--- src/rtl/song_reader_if.sv ---
// Song reader bus: song control, ROM read port and the note presented to the comparator.
interface song_reader_if #(
  parameter int ADDR_W = 8,
  parameter int SEL_W  = 2,
  parameter int DATA_W = 10
);
  logic [SEL_W-1:0]        song_sel;
  logic                    start;
  logic                    read_en;
  logic [ADDR_W-1:0]       rom_addr;
  logic [DATA_W-1:0]       rom_data;
  logic [DATA_W-1:0]       data_out;
  logic                    data_valid;
  logic                    busy;
  logic                    done;
  logic [ADDR_W-SEL_W-1:0] note_idx;

  // The sequencer side drives the ROM address and the note outputs.
  modport master (
    input  song_sel, start, read_en, rom_data,
    output rom_addr, data_out, data_valid, busy, done, note_idx
  );

  modport slave (
    output song_sel, start, read_en, rom_data,
    input  rom_addr, data_out, data_valid, busy, done, note_idx
  );
endinterface

--- src/rtl/song_reader.sv ---
// Learn-mode song sequencer: walks one song region of the note ROM, one note per advance.
// Define SONG_READER_EDGE_EN to accept advances only on a rising edge of read_en.
module song_reader #(
  parameter int ADDR_W = 8,
  parameter int SEL_W  = 2,
  parameter int DATA_W = 10
) (
  input logic clk,
  input logic rst,
  song_reader_if.master bus
);
  localparam int OFF_W = ADDR_W - SEL_W;
  localparam logic [OFF_W-1:0] LAST_OFF = {OFF_W{1'b1}};

  typedef enum logic [1:0] {IDLE, FETCH, PRESENT, DONE} state_t;

  state_t           state;
  logic [SEL_W-1:0] sel_q;
  logic             fetch_wait;
  logic [OFF_W-1:0] next_idx;
  logic             advance;

  assign next_idx = bus.note_idx + 1'b1;

`ifdef SONG_READER_EDGE_EN
  logic read_en_q;

  // Reset to 1 so a read_en already high when leaving reset is not taken as an edge.
  always_ff @(posedge clk) begin
    if (rst) read_en_q <= 1'b1;
    else     read_en_q <= bus.read_en;
  end

  assign advance = (state == PRESENT) && bus.read_en && !read_en_q;
`else
  assign advance = (state == PRESENT) && bus.read_en;
`endif

  // FETCH spends one cycle waiting for the synchronous ROM, then captures on exit.
  always_ff @(posedge clk) begin
    if (rst) begin
      state         <= IDLE;
      sel_q         <= '0;
      fetch_wait    <= 1'b0;
      bus.rom_addr  <= '0;
      bus.data_out  <= '0;
      bus.data_valid <= 1'b0;
      bus.busy      <= 1'b0;
      bus.done      <= 1'b0;
      bus.note_idx  <= '0;
    end else begin
      case (state)
        IDLE, DONE: begin
          if (bus.start) begin
            state          <= FETCH;
            sel_q          <= bus.song_sel;
            fetch_wait     <= 1'b1;
            bus.note_idx   <= '0;
            bus.rom_addr   <= {bus.song_sel, {OFF_W{1'b0}}};
            bus.data_valid <= 1'b0;
            bus.busy       <= 1'b1;
            bus.done       <= 1'b0;
          end
        end

        FETCH: begin
          if (fetch_wait) begin
            fetch_wait <= 1'b0;
          end else if (bus.rom_data[DATA_W-1:2] != '0) begin
            state          <= PRESENT;
            bus.data_out   <= bus.rom_data;
            bus.data_valid <= 1'b1;
          end else begin
            // End marker keeps the last real note on data_out; an empty song shows 0.
            state          <= DONE;
            if (bus.note_idx == '0) bus.data_out <= '0;
            bus.data_valid <= 1'b0;
            bus.busy       <= 1'b0;
            bus.done       <= 1'b1;
          end
        end

        PRESENT: begin
          if (advance) begin
            bus.data_valid <= 1'b0;
            if (bus.note_idx == LAST_OFF) begin
              state    <= DONE;
              bus.busy <= 1'b0;
              bus.done <= 1'b1;
            end else begin
              state        <= FETCH;
              fetch_wait   <= 1'b1;
              bus.note_idx <= next_idx;
              bus.rom_addr <= {sel_q, next_idx};
            end
          end
        end

        default: state <= IDLE;
      endcase
    end
  end
endmodule

--- src/flat_wrapper.sv ---
// flat-port wrapper written by rule: the top's interface ports become plain ports
module song_reader_flat 
#(
  parameter int ADDR_W = 8,
  parameter int SEL_W  = 2,
  parameter int DATA_W = 10
)
  (clk, rst, bus_song_sel, bus_start, bus_read_en, bus_rom_data, bus_rom_addr, bus_data_out, bus_data_valid, bus_busy, bus_done, bus_note_idx);
  song_reader_if #(.ADDR_W(ADDR_W), .SEL_W(SEL_W), .DATA_W(DATA_W)) bus_i ();
  input logic clk;
  input logic rst;
  input wire logic [$bits(bus_i.song_sel)-1:0] bus_song_sel;
  input wire logic [$bits(bus_i.start)-1:0] bus_start;
  input wire logic [$bits(bus_i.read_en)-1:0] bus_read_en;
  input wire logic [$bits(bus_i.rom_data)-1:0] bus_rom_data;
  output wire logic [$bits(bus_i.rom_addr)-1:0] bus_rom_addr;
  output wire logic [$bits(bus_i.data_out)-1:0] bus_data_out;
  output wire logic [$bits(bus_i.data_valid)-1:0] bus_data_valid;
  output wire logic [$bits(bus_i.busy)-1:0] bus_busy;
  output wire logic [$bits(bus_i.done)-1:0] bus_done;
  output wire logic [$bits(bus_i.note_idx)-1:0] bus_note_idx;
  assign bus_i.song_sel = bus_song_sel;
  assign bus_i.start = bus_start;
  assign bus_i.read_en = bus_read_en;
  assign bus_i.rom_data = bus_rom_data;
  assign bus_rom_addr = bus_i.rom_addr;
  assign bus_data_out = bus_i.data_out;
  assign bus_data_valid = bus_i.data_valid;
  assign bus_busy = bus_i.busy;
  assign bus_done = bus_i.done;
  assign bus_note_idx = bus_i.note_idx;
  song_reader #(.ADDR_W(ADDR_W), .SEL_W(SEL_W), .DATA_W(DATA_W)) u_core (.clk(clk), .rst(rst), .bus(bus_i));
endmodule
--- config.mk ---
export PLATFORM = sky130hd
export DESIGN_NAME = song_reader_flat
export DESIGN_NICKNAME = d
export VERILOG_FILES = /design/src/rtl/song_reader_if.sv /design/src/rtl/song_reader.sv /design/src/flat_wrapper.sv
export SDC_FILE = /design/constraint.sdc
export NUM_CORES = 1
export LEC_CHECK = 0
export ABC_CLOCK_PERIOD_IN_PS = 6250
export BUFFER_PORTS_ARGS = -buffer_cell sky130_fd_sc_hd__buf_2
export CORE_MARGIN = 2
export CORE_UTILIZATION = 54
export CTS_CLUSTER_SIZE = 28
export DETAILED_ROUTE_END_ITERATION = 10
export GPL_TIMING_DRIVEN = 1
export PLACE_DENSITY = 0.84
export SKIP_LAST_GASP = 1
export SLEW_MARGIN = 10
export SYNTH_ARGS = -nofsm -noshare
export SYNTH_HDL_FRONTEND = slang
export SYNTH_SLANG_ARGS = --single-unit
--- constraint.sdc ---
create_clock -name clk -period 6.25 [get_ports clk]
set_input_delay 1.875 -clock clk [delete_from_list [all_inputs] [get_ports clk]]
set_output_delay 1.875 -clock clk [all_outputs]
set_load 0.02 [all_outputs]
## After elaboration in Yosys (flattened, before gate mapping)

Index checks and enable logic that the tools add are counted.

- Shifts and indexed selects: 0
- Eq/ne operators: 10
- Bitwise gates (word level): 1
- Multiplexer cells: 35
- Divide/modulo/power cells: 0
- Reductions and logical operators: 13
- Magnitude comparators: 0
- Multipliers: 0
- Add/subtract/negate cells: 1

Operators by type and width:

| kind | number |
|---|---|
| 8-bit 2-to-1 mux | 3 |
| 10-bit 2-to-1 mux | 2 |
| 6-bit 2-to-1 mux | 3 |
| 1-bit 2-to-1 mux | 16 |
| 8-bit one-hot mux with 2 select lines | 1 |
| 1-bit one-hot mux with 3 select lines | 4 |
| 6-bit one-hot mux with 2 select lines | 1 |
| 2-bit != test (second input constant) | 5 |
| 3-bit AND reduction | 3 |
| 2-bit 2-to-1 mux | 4 |
| 8-bit nonzero test | 1 |
| 6-bit by 1-bit adder with 6-bit output (second input constant) | 1 |
| 6-bit equality test (second input constant) | 1 |
| 6-bit zero test | 1 |
| 2-bit one-hot mux with 3 select lines | 1 |
| 5-bit AND reduction | 1 |
| 2-bit equality test (second input constant) | 2 |
| 4-bit AND reduction | 1 |
| 2-bit nonzero test | 2 |
| 2-bit by 1-bit equality test with 1-bit output (second input constant) | 1 |
| 2-bit zero test | 1 |
| 2-bit by 1-bit != test with 1-bit output (second input constant) | 1 |
| 2-bit AND reduction | 1 |
| 2-bit OR reduction | 1 |
| other kinds (2) | 2 |

- Register bits after elaboration: 32
- Word-level logic and storage cells: 69
- Memories: 0
- Bits in read-only memories: 0
- Output and inout bits: 27
- Input port bits: 16
- RAM bits: 0
- Latch bits: 0

## Depth between registers and ports, before layout

- Depth in word-level cells: 4
- Gate-level depth with buffers: 6
- Mapped depth without buffers: 6

## Least setup slack after synthesis

No wires, ideal clock.

- Path kind: input port to flip-flop
- Start point: input bus_rom_data[2]
- End point: register u_core.bus.done
- Arrival: 3.033 ns
- Path buffers: 0
- Path slack: 3.101 ns
- Cell stages on the path: 4
- Data required time: 6.134 ns
- Library setup time: 0.116 ns
- Cell sequence: nor4_2 > a21boi_1 > or4_4 > o211a_1

- Longest elaborated chain between the ends: 3

RTL lines:

| element | RTL line | RTL |
|---|---|---|
| start, declared | flat_wrapper.sv:15 | `input wire logic [$bits(bus_i.rom_data)-1:0] bus_rom_data;` |
| 8-bit nonzero test | song_reader.sv:69 | `end else if (bus.rom_data[DATA_W-1:2] != '0) begin` |
| 2-bit != test (no line) | n/a |  |
| 5-bit AND reduction (no line) | n/a |  |
| end signal, assigned | song_reader.sv:62 | `bus.done <= 1'b0;` |
| end signal, assigned | song_reader.sv:79 | `bus.done <= 1'b1;` |
| end signal, assigned | song_reader.sv:89 | `bus.done <= 1'b1;` |
| end, declared | song_reader_if.sv:21 | `output rom_addr, data_out, data_valid, busy, done, note_idx` |

Every way passes these cells.
A chain may end at the register's enable or synchronous reset.

## Worst setup path in the final report

- Start point: input bus_rom_data[6]
- End point: register u_core.bus.done

Same word-level chain as after synthesis.

==> flow_metrics.py <==
metrics = {
    "floorplanning": {
        "die_area_um2": 2940,
        "core_area_um2": 2430,
        "start_util_pct": 56.1,
        "top_level_ports": 43,
        "die_h_um": 54.3,
        "die_w_um": 54.3,
        "num_rows": 18,
    },
    "synth": {
        "synth_edf_count": 0,
        "syn_inst": 163,
        "yosysWarnings": 0,
        "synthDistinctLibCells": 42,
        "ys_seq_elements": 26,
        "synthArstFlopShare_pct": 0,
        "synth_area_um2": 1360,
        "syn-num-nets": 183,
        "yosys.area.top_type": "dfxtp_1",
        "synthFlopType": "dfxtp_1",
        "synth_area_per_cell_um2": 8.37,
        "synth_area_leaders": "dfxtp_1 (38%), a21oi_1 (7.7%), nand3_1 (5.9%)",
        "seq_area_frac_synth_pct": 38.2,
        "synth_top_cell_area_share_pct": 38.2,
    },
    "sta": {
        "setup_viol_count_final": 0,
        "tightest_slew_ns": 0.671,
        "fin_crit_sh_pct": 49.1,
        "post-route-min-period_ns": 3.07,
        "rsz0062_at_grt": "no",
        "slew_violations": 0,
        "max_freq_mhz": 326,
        "totalNegativeSetupSlack_ns": 0,
        "max_slew_margin_pct": 55.2,
        "hold_violations": 0,
        "finClkSkew_ns": 0.00569,
    },
    "critical_path": {
        "worst-setup-path-type": "in2reg",
        "crit_buf_inv": 1,
        "cpMaxStageDelayCell": "nor4_2",
        "crit_path_cell_trace": "buf_2, nor4_2, a21boi_1, or4_4, o211a_1",
        "cp-start-kind": "primary input",
        "critPathCaptureType": "flip-flop",
        "critical_path.max_stage_delay_ns": 0.50,
        "critPathRequiredTime_ns": 6.49,
        "crit_family": "simple AND/OR/NAND/NOR gates",
        "cp_max_fo": 5,
        "worstPathArrival_ns": 3.31,
    },
    "clock_tree": {
        "numCtsBuffers": 3,
        "clock_latency_ns": 0.33,
        "numClockSinks": 26,
        "holdBufCountCts": 0,
        "post_cts_buffers": 0,
        "clk_pin_slew_ns": 0.14,
        "h-tree-depth": 1,
        "cts_root_buffer": "clkbuf_4",
        "cts_tree": "built",
        "ctsLongestPathBuffers": 2,
        "cts_resized": 0,
    },
    "finish": {
        "final_common_cell": "buf_2",
        "drive_above_1_share_pct": 27.9,
        "final_cell_mix": "buf_2 (42), dfxtp_1 (26), a21oi_1 (21)",
        "n_antenna_cell": 0,
        "area_growth_pct": 15.8,
        "finalNetCount": 218,
        "fill_cells": 226,
    },
    "power": {
        "p_leak_nw": 0.692,
        "p_per_area_nw_per_um2": 310,
        "vdd_drop_max_mv": 0.196,
        "power.total_mw": 0.490,
    },
    "global_route": {
        "grt_pass1_vias": 1105,
        "grt_pass1_wl_mm": 4.71,
        "grt_overflow": 0,
        "grt_max_degree": 27,
        "antenna_found_initial": 0,
        "grt.total_usage_pct": 21.5,
    },
    "detailed_routing": {
        "drtPass1Iterations": 4,
        "antenna_left": 0,
        "vias": 1351,
        "route.detailed.drc": 0,
        "routedWlPerCell_um": 13.9,
        "routed_wl_mm": 3.15,
        "drt_iter0_drc": 42,
        "avgViaCountPerCell": 5.95,
    },
    "status": {
        "status": "complete, no violations",
    },
    "placed_design": {
        "portBuffers": 42,
        "hpwl_mm": 2.30,
        "place_congestion": 0.863,
    },
    "worst_hold_path": {
        "min_path_type": "reg2reg",
    },
    "flow_run": {
        "drv_cap": 0,
    },
}
[Yosys cell counts, types with 2 or more instances]
library cell,count
buf_4,6
nor2_1,2
o21ai_0,16
mux2i_1,2
nand2b_1,4
a311oi_1,2
nor4_2,2
nor3_1,3
o31ai_1,2
a31oi_1,3
nand3_1,16
nand2_1,10
inv_1,9
dfxtp_1,26
o211a_1,2
ha_1,4
clkbuf_1,4
a21oi_1,21
or3_1,5
nor2b_1,2
[worst paths after layout]
check / from / endpoint / slack [ns] / cells after the start
hold / removal: u_core.bus.data_valid / u_core.bus.data_valid / 0.47 / 2
setup reg to reg: u_core.state[0] / u_core.bus.done / 4.14 / 6
setup / recovery: bus_rom_data[6] / u_core.bus.done / 3.18 / 5
hold reg to reg: u_core.bus.data_valid / u_core.bus.data_valid / 0.47 / 2
[stage by stage]
stage	setup WS, ns	hold WS [ns]	std cells	area [um^2]	util (%)
floorplan	3.10	0.436	163	1360	-
global placement	2.91	0.446	223	1540	63.4
detailed placement	2.84	0.455	223	1540	63.4
CTS	3.19	0.474	227	1580	64.9
global route	3.05	0.491	227	1580	64.9
finish	3.18	0.467	227	1580	64.9
[routing by layer]
metal / vias up / track usage, % / routed length (um)
li1: 668 / - / -
met2: 41 / 35.5 / 1570
met5: - / 0 / 0
met1: 639 / 28.9 / 1400
met4: 0 / 7.50 / 31
met3: 3 / 2.46 / 151
[tightest hold or removal path, delay by kind of cell (launching register included)]
family             cells  cell delay (ns)
AOI/OAI and AO/OA      1             0.05
DFF                    1             0.34
and+or+nand+nor        1             0.05
[flip-flops by register name, summed over array words and instances, names as in the netlist]
| signal | cells |
|---|---|
| u_core.state | 2 |
| u_core.bus.busy | 1 |
| u_core.fetch_wait | 1 |
| u_core.bus.rom_addr | 3 |
| u_core.sel_q | 2 |
| u_core.bus.data_out | 10 |
| u_core.bus.data_valid | 1 |
| u_core.bus.note_idx | 5 |
| u_core.bus.done | 1 |
[logic make-up after synthesis]
family          count (synthesis)  synth area share [%]
compound gates                 58                  26.4
buf+inv                        21                  7.52
mux                             3                  2.29
simple gates                   51                  21.9
flops                          26                  38.2
fa+ha+maj                       4                  3.67
[cell type report]
cell class / instances / area, um^2 / area share (%)
Sequential cell: 26 / 520 / 33.0
Multi-Input combinational cell: 116 / 741 / 46.9
Inverter: 9 / 33.8 / 2.14
Timing Repair Buffer: 42 / 210 / 13.3
Clock buffer: 4 / 36.3 / 2.30
Tap cell: 30 / 37.5 / 2.38
[power by group]
group / total, mW / switching (mW) / leakage, nW / internal, mW
Combinational: 0.190 / 0.117 / 0.459 / 0.0727
Sequential: 0.212 / 0.0169 / 0.212 / 0.195
Clock: 0.0872 / 0.0516 / 0.0210 / 0.0357
Total: 0.490 / 0.186 / 0.692 / 0.304
No activity file was read; power rests on OpenSTA's default activity.
